### config.mk
export PLATFORM = sky130hd
export DESIGN_NAME = traffic_light_ctrl
export DESIGN_NICKNAME = d
export VERILOG_FILES = /design/src/rtl/traffic_light_ctrl_pkg.sv /design/src/rtl/traffic_light_ctrl_phase_timer.sv /design/src/rtl/traffic_light_ctrl.sv
export SDC_FILE = /design/constraint.sdc
export NUM_CORES = 1
export LEC_CHECK = 0
export ABC_AREA = 1
export CAP_MARGIN = 10
export CELL_PAD_IN_SITES_DETAIL_PLACEMENT = 1
export CELL_PAD_IN_SITES_GLOBAL_PLACEMENT = 1
export CORE_MARGIN = 2
export CORE_UTILIZATION = 39
export DETAILED_ROUTE_END_ITERATION = 16
export PLACE_DENSITY_LB_ADDON = 0.1
export SYNTH_ARGS = -nofsm -noshare
export SYNTH_HDL_FRONTEND = slang
export SYNTH_SLANG_ARGS = --single-unit
### constraint.sdc
create_clock -name clk -period 2.8 [get_ports clk]
set_input_delay 0.84 -clock clk [delete_from_list [all_inputs] [get_ports clk]]
set_output_delay 0.84 -clock clk [all_outputs]
set_load 0.005 [all_outputs]
### src/rtl/traffic_light_ctrl_pkg.sv
// Shared types and helpers for the traffic intersection controller.
package traffic_pkg;

    typedef enum logic [1:0] {
        GREEN  = 2'd0,
        YELLOW = 2'd1,
        ALLRED = 2'd2,
        WALK   = 2'd3
    } phase_t;

    // Phase duration in ticks; durations are passed in because they are instance parameters.
    function automatic int phase_ticks(phase_t p, int g, int y, int a, int w);
        case (p)
            GREEN:   phase_ticks = g;
            YELLOW:  phase_ticks = y;
            ALLRED:  phase_ticks = a;
            default: phase_ticks = w;
        endcase
    endfunction

endpackage

### src/rtl/traffic_light_ctrl_phase_timer.sv
// Loadable down-counter advanced by the timebase tick; done flags the final tick of a phase.
module phase_timer #(
    parameter int               CNT_W   = 8,
    parameter logic [CNT_W-1:0] RST_VAL = '0
) (
    input  logic             clk,
    input  logic             reset,
    input  logic             load,
    input  logic [CNT_W-1:0] load_val,
    input  logic             tick,
    output logic             done
);

    logic [CNT_W-1:0] r_count;

    always_ff @(posedge clk or posedge reset) begin
        if (reset) begin
            r_count <= RST_VAL;
        end else if (load) begin
            r_count <= load_val;
        end else if (tick && r_count != '0) begin
            r_count <= r_count - 1'b1;
        end
    end

    assign done = tick && (r_count == '0);

endmodule

### src/rtl/traffic_light_ctrl.sv
// Round-robin intersection controller: green/yellow/all-red per approach, optional walk at end of round.
module traffic_light_ctrl
    import traffic_pkg::*;
#(
    parameter int NUM_DIRS     = 2,
    parameter int CNT_W        = 8,
    parameter int GREEN_TICKS  = 10,
    parameter int YELLOW_TICKS = 3,
    parameter int ALLRED_TICKS = 2,
    parameter int WALK_TICKS   = 8,
    parameter int ACTUATED     = 0,
    localparam int DIR_W       = $clog2(NUM_DIRS)
) (
    input  logic                clk,
    input  logic                reset,
    input  logic                tick,
    input  logic                ped_button,
    input  logic [NUM_DIRS-1:0] veh_demand,
    output logic [NUM_DIRS-1:0] green,
    output logic [NUM_DIRS-1:0] yellow,
    output logic [NUM_DIRS-1:0] red,
    output logic                ped_walk,
    output logic                ped_pending,
    output logic [DIR_W-1:0]    cur_dir,
    output logic                new_cycle
);

    phase_t             r_phase;
    logic [DIR_W-1:0]   r_cur_dir;
    logic               r_ped_pending;
    logic               r_new_cycle;

    logic               w_done;
    logic               w_nxt_found;
    logic [DIR_W-1:0]   w_scan_dir;
    phase_t             w_nxt_phase;
    logic [DIR_W-1:0]   w_nxt_dir;
    logic [CNT_W-1:0]   w_load_val;
    logic [NUM_DIRS-1:0] w_sel;

    // Lowest served index above cur_dir; scanning downward leaves the lowest match.
    always_comb begin
        w_nxt_found = 1'b0;
        w_scan_dir  = '0;
        for (int j = NUM_DIRS - 1; j >= 0; j--) begin
            if (j > int'(r_cur_dir) && (ACTUATED == 0 || veh_demand[j])) begin
                w_nxt_found = 1'b1;
                w_scan_dir  = DIR_W'(j);
            end
        end
    end

    always_comb begin
        w_nxt_phase = r_phase;
        w_nxt_dir   = r_cur_dir;
        case (r_phase)
            GREEN:  w_nxt_phase = YELLOW;
            YELLOW: w_nxt_phase = ALLRED;
            ALLRED: begin
                if (w_nxt_found) begin
                    w_nxt_phase = GREEN;
                    w_nxt_dir   = w_scan_dir;
                end else begin
                    w_nxt_phase = r_ped_pending ? WALK : GREEN;
                    w_nxt_dir   = '0;
                end
            end
            default: begin
                w_nxt_phase = GREEN;
                w_nxt_dir   = '0;
            end
        endcase
        w_load_val = CNT_W'(phase_ticks(w_nxt_phase, GREEN_TICKS, YELLOW_TICKS,
                                        ALLRED_TICKS, WALK_TICKS) - 1);
    end

    phase_timer #(
        .CNT_W   (CNT_W),
        .RST_VAL (CNT_W'(GREEN_TICKS - 1))
    ) u_timer (
        .clk      (clk),
        .reset    (reset),
        .load     (w_done),
        .load_val (w_load_val),
        .tick     (tick),
        .done     (w_done)
    );

    always_ff @(posedge clk or posedge reset) begin
        if (reset) begin
            r_phase       <= GREEN;
            r_cur_dir     <= '0;
            r_ped_pending <= 1'b0;
            r_new_cycle   <= 1'b0;
        end else begin
            r_new_cycle <= 1'b0;
            if (w_done) begin
                r_phase     <= w_nxt_phase;
                r_cur_dir   <= w_nxt_dir;
                r_new_cycle <= (w_nxt_phase == GREEN) && (w_nxt_dir == '0);
            end
            // Entering WALK consumes the request even if the button is still held.
            if (w_done && w_nxt_phase == WALK) begin
                r_ped_pending <= 1'b0;
            end else if (ped_button && r_phase != WALK) begin
                r_ped_pending <= 1'b1;
            end
        end
    end

    assign w_sel       = NUM_DIRS'(1) << r_cur_dir;
    assign green       = (r_phase == GREEN)  ? w_sel : '0;
    assign yellow      = (r_phase == YELLOW) ? w_sel : '0;
    assign red         = ~(green | yellow);
    assign ped_walk    = (r_phase == WALK);
    assign ped_pending = r_ped_pending;
    assign cur_dir     = r_cur_dir;
    assign new_cycle   = r_new_cycle;

endmodule

==> summary.md <==
| Metric | Value |
|---|---|
| Critical path class | reg -> out |
| Post-CTS setup buffer count | 0 |
| Top post-synthesis cells by area | dfrtp_1, nand2_1, inv_1, ha_1, nand3_1 |
| Met3 WL | 64 µm |
| Flop pwr share | 0.308 |
| HP Start | u_timer.r_count[3]$_DFFE_PP1P_ |
| Net switching power | 547 µW |
| Minimum clock period after layout | roughly 2500 ps |
| Initial core utilization | 0.409 |
| Clock latency on the worst-skew pair | 290 ps |
| Row cnt | 17 |
| Worst IR Drop VDD | 0.454 mV |
| Post-cts hold buffer count | 0 |
| TNS Setup | 0 ps |
| Hold path depth | 2 |
| I/O Buffers | 13 |
| Post-DRT Antenna Nets | 0 |
| Placeable Area | 2210 µm² |
| Vias | approximately 860 |
| Reg-to-reg startpoint | r_phase[0]$_DFFE_PP0P_ |
| Die width | 52.2 µm |
| Sw frac | 0.479 |
| Fillers | 304 |
| Critical Path Start | r_phase[0]$_DFFE_PP0P_ |
| Min-delay worst type | reg -> reg |
| Max-slew headroom | 0.639 |
| Syn-to-layout area delta | 21.6% |
| CTS tree | built |
| Reg2reg setup slack | 970 ps |
| Routed WL | 2280 µm |
| Metal2 WL | 1120 µm |
| Post-Syn Instances | about 130 |
| Fmax | 398 MHz |
| Worst Skew | roughly 8.5 ps |
| WL/cell | 13.4 µm |
| Slew Limit Fails | 0 |
| Avg Cell Area, Syn | 7.24 µm² |
| Syn_nets | 136 |
| Die height | around 52 µm |
| Worst Hold Slack | about 530 ps |
| Vias per Instance | 5.03 |
| WL met1 | 1090 µm |
| Post-synth cell types | 20 |
| Largest net degree at the start of global routing | 14 |
| Internal power | 594 µW |
| Final Setup Violations | 0 |
| CTS Buf Count | 3 |
| Crit-path max FO | 5 |
| Clk pwr share | 0.109 |
| Grt ovf | 0 |
| H-Tree Level Count | 1 |
| Leakage | 0.574 nW |
| PwrDens | about 1000 nW/µm² |
| CTS root buf | clkbuf_4 |
| WP data arrival | ~1700 ps |
| Synth warn | 0 |
| RSZ-0062 raised after global routing | false |
| Crit end category | output pin |
| Synth area leader | dfrtp_1 |
| Nets | 154 |
| Reg-to-Reg End | u_timer.r_count[7]$_DFFE_PP0P_ |
| Synth Register Bits | 13 |
| Placed Instances | 166 |
| Cells on worst reg2reg path | 11 |
| Hold path endpoint | u_timer.r_count[3]$_DFFE_PP1P_ |
| Post-DP HPWL | 1830 µm |
| CTS resizes | 0 |
| Share of post-route cells with drive strength above 1 | 0.113 |
| Starting DRC count in detailed routing | 8 |
| GRT Overall Usage | 0.206 |
| Clk buf depth | 2 |
| Period utilization | 0.896 |
| CP required | 1960 ps |
| Initial DRT Pass Iterations | 4 |
| Sequential share of the synthesized area | 0.362 |
| Clock sinks | 13 |
| Routability congestion estimate | 0.850 |
| Netlist Area Pre-Place | roughly 900 µm² |
| Clock transition at the registers of the reported paths | 90 ps |
| CP startpoint kind | flop |
| Final Hold Fails | 0 |
| Die ar. | roughly 2700 µm² |
| Comb pwr share | 0.584 |
| Global-route wire length before repair | 4000 µm |
| Max cap viols | 0 |
| Number of global-route vias before repair | 859 |
| Worst Tran Pin Value | 541 ps |
| Post-Layout Cell Count | 170 |
| Initial antenna violation count | 0 |
| Residual DRC | 0 |
| Max Used Layer | met4 |
| Total Power | around 1.1 mW |
| Ports | 16 |
| Top cell type's share of synthesized area | 0.304 |
| Status | completed |
| N_diodes | 0 |
[layer usage]
layer,vias up,track usage
met1,418,0.274
met5,-,0
met3,2,0.0603
met4,0,0.0470
met2,8,0.329
li1,427,-
[cell usage in the layout, fill, tap and decap left out, drive strengths merged]
cell type / count
dfstp: 2
nor2: 15
dfrtp: 11
nor3b: 1
nand4: 5
clkinv: 1
nand2: 36
a21oi: 1
clkdlybuf4s50: 13
ha: 5
xor2: 1
buf: 1
inv: 24
nand3: 12
o21ai: 11
clkbuf: 3
[critical path, stage by stage, from the launching register on]
cell and delay (ps):
dfrtp_1 420, inv_1 140, nand2_1 170, a21oi_1 170, inv_1 50, clkdlybuf4s50_1 430
[Yosys cell counts, drive strengths merged]
| cell | number |
|---|---|
| nand3 | 12 |
| nor3b | 1 |
| inv | 24 |
| nand4 | 5 |
| nand2 | 36 |
| xor2 | 1 |
| o21ai | 11 |
| buf | 1 |
| ha | 5 |
| dfstp | 2 |
| dfrtp | 11 |
| nor2 | 15 |
| a21oi | 1 |
[worst max path at each step]
stage                                           endpoint  slack [ps]  depth (start not counted)
after floorplan                                   red[0]        1180                          4
after global placement    u_timer.r_count[4]$_DFFE_PP0P_         610                          8
after detailed placement  u_timer.r_count[4]$_DFFE_PP0P_         540                          8
after CTS                                         red[0]         280                          5
after global routing                              red[0]         130                          5
final                                             red[0]         290                          5
[power by group through the flow]
stage | Combinational [mW] | Clock, mW | Sequential (mW)
finish | 0.666 | 0.124 | 0.351
global route | 0.757 | 0.138 | 0.365
CTS | 0.671 | 0.127 | 0.353
detailed placement | 0.665 | 0 | 0.357
global placement | 0.630 | 0 | 0.352
floorplan | 0.422 | 0 | 0.333
[registers in the layout, summed over array words and instances (netlist names)]
signal / count
cur_dir: 1
ped_pending: 1
u_timer.r_count: 8
r_phase: 2
new_cycle: 1
[layout make-up]
cell class | instances | area, µm² | share of cell area
clock buffers | 3 | 22.5 | 0.0205
well taps | 28 | 35.0 | 0.0319
flip-flops and latches | 13 | 328 | 0.298
inverters | 24 | 90.1 | 0.0819
multi-input cells | 87 | 482 | 0.438
repair buffers | 14 | 138 | 0.125
clock inverters | 1 | 5.00 | 0.00455
[stage by stage]
| stage | setup slack [ps] | area (µm²) | utilization |
|---|---|---|---|
| final | 291 | 1100 | 0.497 |
| after global routing | 132 | 1100 | 0.497 |
| after CTS | 276 | 1100 | 0.497 |
| after detailed placement | 538 | 1070 | 0.485 |
| after global placement | 609 | 1070 | 0.485 |
| after floorplan | 1180 | 905 | - |
[logic make-up (layout without fill, tap and decap cells)]
logic type,Yosys count,in the layout,share of synthesized area
simple gates,69,69,0.387
buf+inv,25,42,0.105
flops,13,13,0.362
compound gates,12,12,0.0664
fa+ha+maj,5,5,0.0692
xor+xnor,1,1,0.00968
(Power assumes the default switching activity.)
==> RTL edit, RTL diff (same settings) <==
Make the reset (`reset`) synchronous in 2 clocked blocks.
--- a/src/rtl/traffic_light_ctrl_phase_timer.sv
+++ b/src/rtl/traffic_light_ctrl_phase_timer.sv
@@ -13,7 +13,7 @@
 
     logic [CNT_W-1:0] r_count;
 
-    always_ff @(posedge clk or posedge reset) begin
+    always_ff @(posedge clk) begin
         if (reset) begin
             r_count <= RST_VAL;
         end else if (load) begin
--- a/src/rtl/traffic_light_ctrl.sv
+++ b/src/rtl/traffic_light_ctrl.sv
@@ -86,7 +86,7 @@
         .done     (w_done)
     );
 
-    always_ff @(posedge clk or posedge reset) begin
+    always_ff @(posedge clk) begin
         if (reset) begin
             r_phase       <= GREEN;
             r_cur_dir     <= '0;
Formal check against the unedited RTL: differs if reset is asserted again (counterexample within 4 cycles, from zero or initial values and one cycle with reset high); with reset held inactive, the same outputs for 10 cycles.
==> RTL edit against the unedited design <==
Non-clock buffer count did not move; critical path depth did not move; area after synthesis fell by 4.6%; via count rose by 5.0%; sequential cell count did not move; worst setup slack improved by 0.10 ns; routed wire length rose by 3.0%; core utilization fell by 0.68 points; design area fell by 4.2%.
Power is not compared: it rests on default switching activity, and its combinational part moved more than twofold at a synthesized area within 25%.
==> RTL edit: results (changes against the unedited design) <==
Run status
The run finished with clean final reports.

Clock tree
The number of cells upsized or downsized after cts came to 0 (unchanged). The clock network latency to the later pin of the worst-skew pair is approximately 0.28 ns. The number of buffers created by CTS is 3 (unchanged). The H-tree depth is 1 (unchanged). The number of setup buffers added after CTS is 0 (unchanged). The CTS clock-pin slew for the worst setup and hold paths is 0.09 ns (about the same). The number of buffers on the longest clock path is 2 (unchanged).

Worst setup path
The reg-to-reg critical path endpoint is u_timer.r_count[5]. The largest individual stage delay along the critical path comes from the cell sky130_fd_sc_hd__clkdlybuf4s50_1. The maximum cell stage delay along the critical path was 0.49 ns (+0.06 ns). The data arrival time of the critical path is 1.57 ns (-0.10 ns). The slack of the worst reg-to-reg path is 1.20 ns (+0.23 ns). The highest net fanout along the worst path came to 6 (+1). The startpoint identified for the worst register-to-register timing path is r_phase[0].

Synthesis
The synthesized netlist net count is 140 (+2.9%). The share of async-settable or async-resettable flops after synthesis was 0% (-100 points). The commonest register cell after synthesis is sky130_fd_sc_hd__dfxtp_1.

The count of distinct cell types in the synthesized netlist is 22 (+10%). After synthesis, the most frequently instantiated cells are 26 x sky130_fd_sc_hd__nand2_1, 19 x sky130_fd_sc_hd__inv_1, 19 x sky130_fd_sc_hd__nor2_1. The sequential element share of the synthesized area is 30.1% (-6.1 points).

By area the synthesized netlist is led by sky130_fd_sc_hd__dfxtp_1 30%, sky130_fd_sc_hd__nand2_1 11%, sky130_fd_sc_hd__inv_1 8.3%.

Layout
The number of nets in the layout came to 157 (+1.9%). The number of diodes was 0 (unchanged). The share of cells above drive strength 1 was 9.59% (-1.7 points).

The number of inserted filler cells in the final layout came to 291 (-4.3%).

GRT
The maximum number of pins on one net before global-route repair is 11 (-3). The number of global-route vias before repair is 984 (+15%). The overall fraction of global-route tracks in use came to 21.6% (+0.97 points). The wire length of the first global-routing pass is 4240 µm (+6.0%). The initial antenna violation count is 0 (unchanged).

Timing
The worst-margin pin slew is 0.329 ns (-0.213 ns). The final clock skew was 0.00540 ns (-0.00311 ns). The count of endpoints failing setup in the final report is 0 (unchanged). The summed negative setup slack over all endpoints is 0 ns (unchanged).

Detailed routing
The total length of routed wires came to 2350 µm (+3.0%). The first-pass detailed-route iteration total was 3 (-1). The starting DRC count in detailed routing came to 1 (-7). The number of vias after detailed routing is 898 (+5.0%).

Hold path
The hold-critical path depth is 2 (unchanged). The source of the worst hold timing path is u_timer.r_count[6]. For hold timing, the worst endpoint is u_timer.r_count[6].

Placement
The post-DP HPWL is 1780 µm (-3.0%). The last weighted congestion value of the routability-driven placer was 0.802 (-5.6%).

Power
The peak ir drop on the vdd network is about 0.22 mV. Summed over all cells, the static leakage comes to roughly 0.50 nW.
-- RTL edit: changes by cell type after synthesis, sizes merged, moves of 2 or more --
cell	delta
dfxtp	+13
a21oi	+11
dfrtp	-11
nand2	-10
nor2	+7
o21ai	-5
o211ai	+3
dfstp	-2
inv	-2
nand3	+2
nand4	-2
-- RTL edit: kinds of logic (layout without fill, tap and decap cells) --
family	after synthesis	in the layout	synth area share, %
flops	13	13	30.1
xor+xnor	1	1	1.01
fa+ha+maj	4	4	5.80
simple gates	66	66	38.3
compound gates	22	22	14.2
buf+inv	24	40	10.6
-- RTL edit: critical path, delay by kind of cell, from the launching register on --
kind | cells | cell delay (ns)
buf+inv | 3 | 0.68
simple gates | 1 | 0.09
flops | 1 | 0.43
compound gates | 1 | 0.08
-- RTL edit: worst max path at each step --
stage / startpoint / endpoint / slack [ns]
global route: cur_dir / yellow[1] / 0.25
CTS: r_phase[0] / red[0] / 0.36
global placement: tick / u_timer.r_count[7] / 0.65
detailed placement: tick / u_timer.r_count[4] / 0.61
finish: r_phase[0] / red[0] / 0.39
floorplan: r_phase[1] / red[0] / 1.27
-- RTL edit: layer usage --
metal  vias up  track usage, %  part of all wire [%]
met4         0            14.0                   3.7
met3        11            4.68                   5.7
met5         -               0                     0
li1        449               -                     -
met2        26            37.7                    48
met1       412            23.2                    43
-- RTL edit: cell type report --
cell class / count / area share (%)
Timing Repair Buffer: 14 / 13.1
Clock buffer: 4 / 2.49
Multi-Input combinational cell: 93 / 48.6
Inverter: 22 / 7.84
Tap cell: 28 / 3.33
Sequential cell: 13 / 24.7
-- RTL edit: stage by stage --
| stage | area, µm² | worst slack (ns) | hold slack, ns | cells | total power [mW] |
|---|---|---|---|---|---|
| floorplan | 863 | 1.27 | 0.465 | 130 | 0.268 |
| global placement | 1030 | 0.648 | 0.486 | 170 | 0.291 |
| global route | 1050 | 0.253 | 0.550 | 174 | 0.441 |
| detailed placement | 1030 | 0.615 | 0.495 | 170 | 0.295 |
| finish | 1050 | 0.395 | 0.510 | 174 | 0.414 |
| CTS | 1050 | 0.363 | 0.511 | 174 | 0.420 |
-- RTL edit: report_power, final --
| group | switching [mW] | internal, mW |
|---|---|---|
| combinational | 0.0512 | 0.0348 |
| sequential | 0.0115 | 0.194 |
| clock | 0.0664 | 0.0553 |
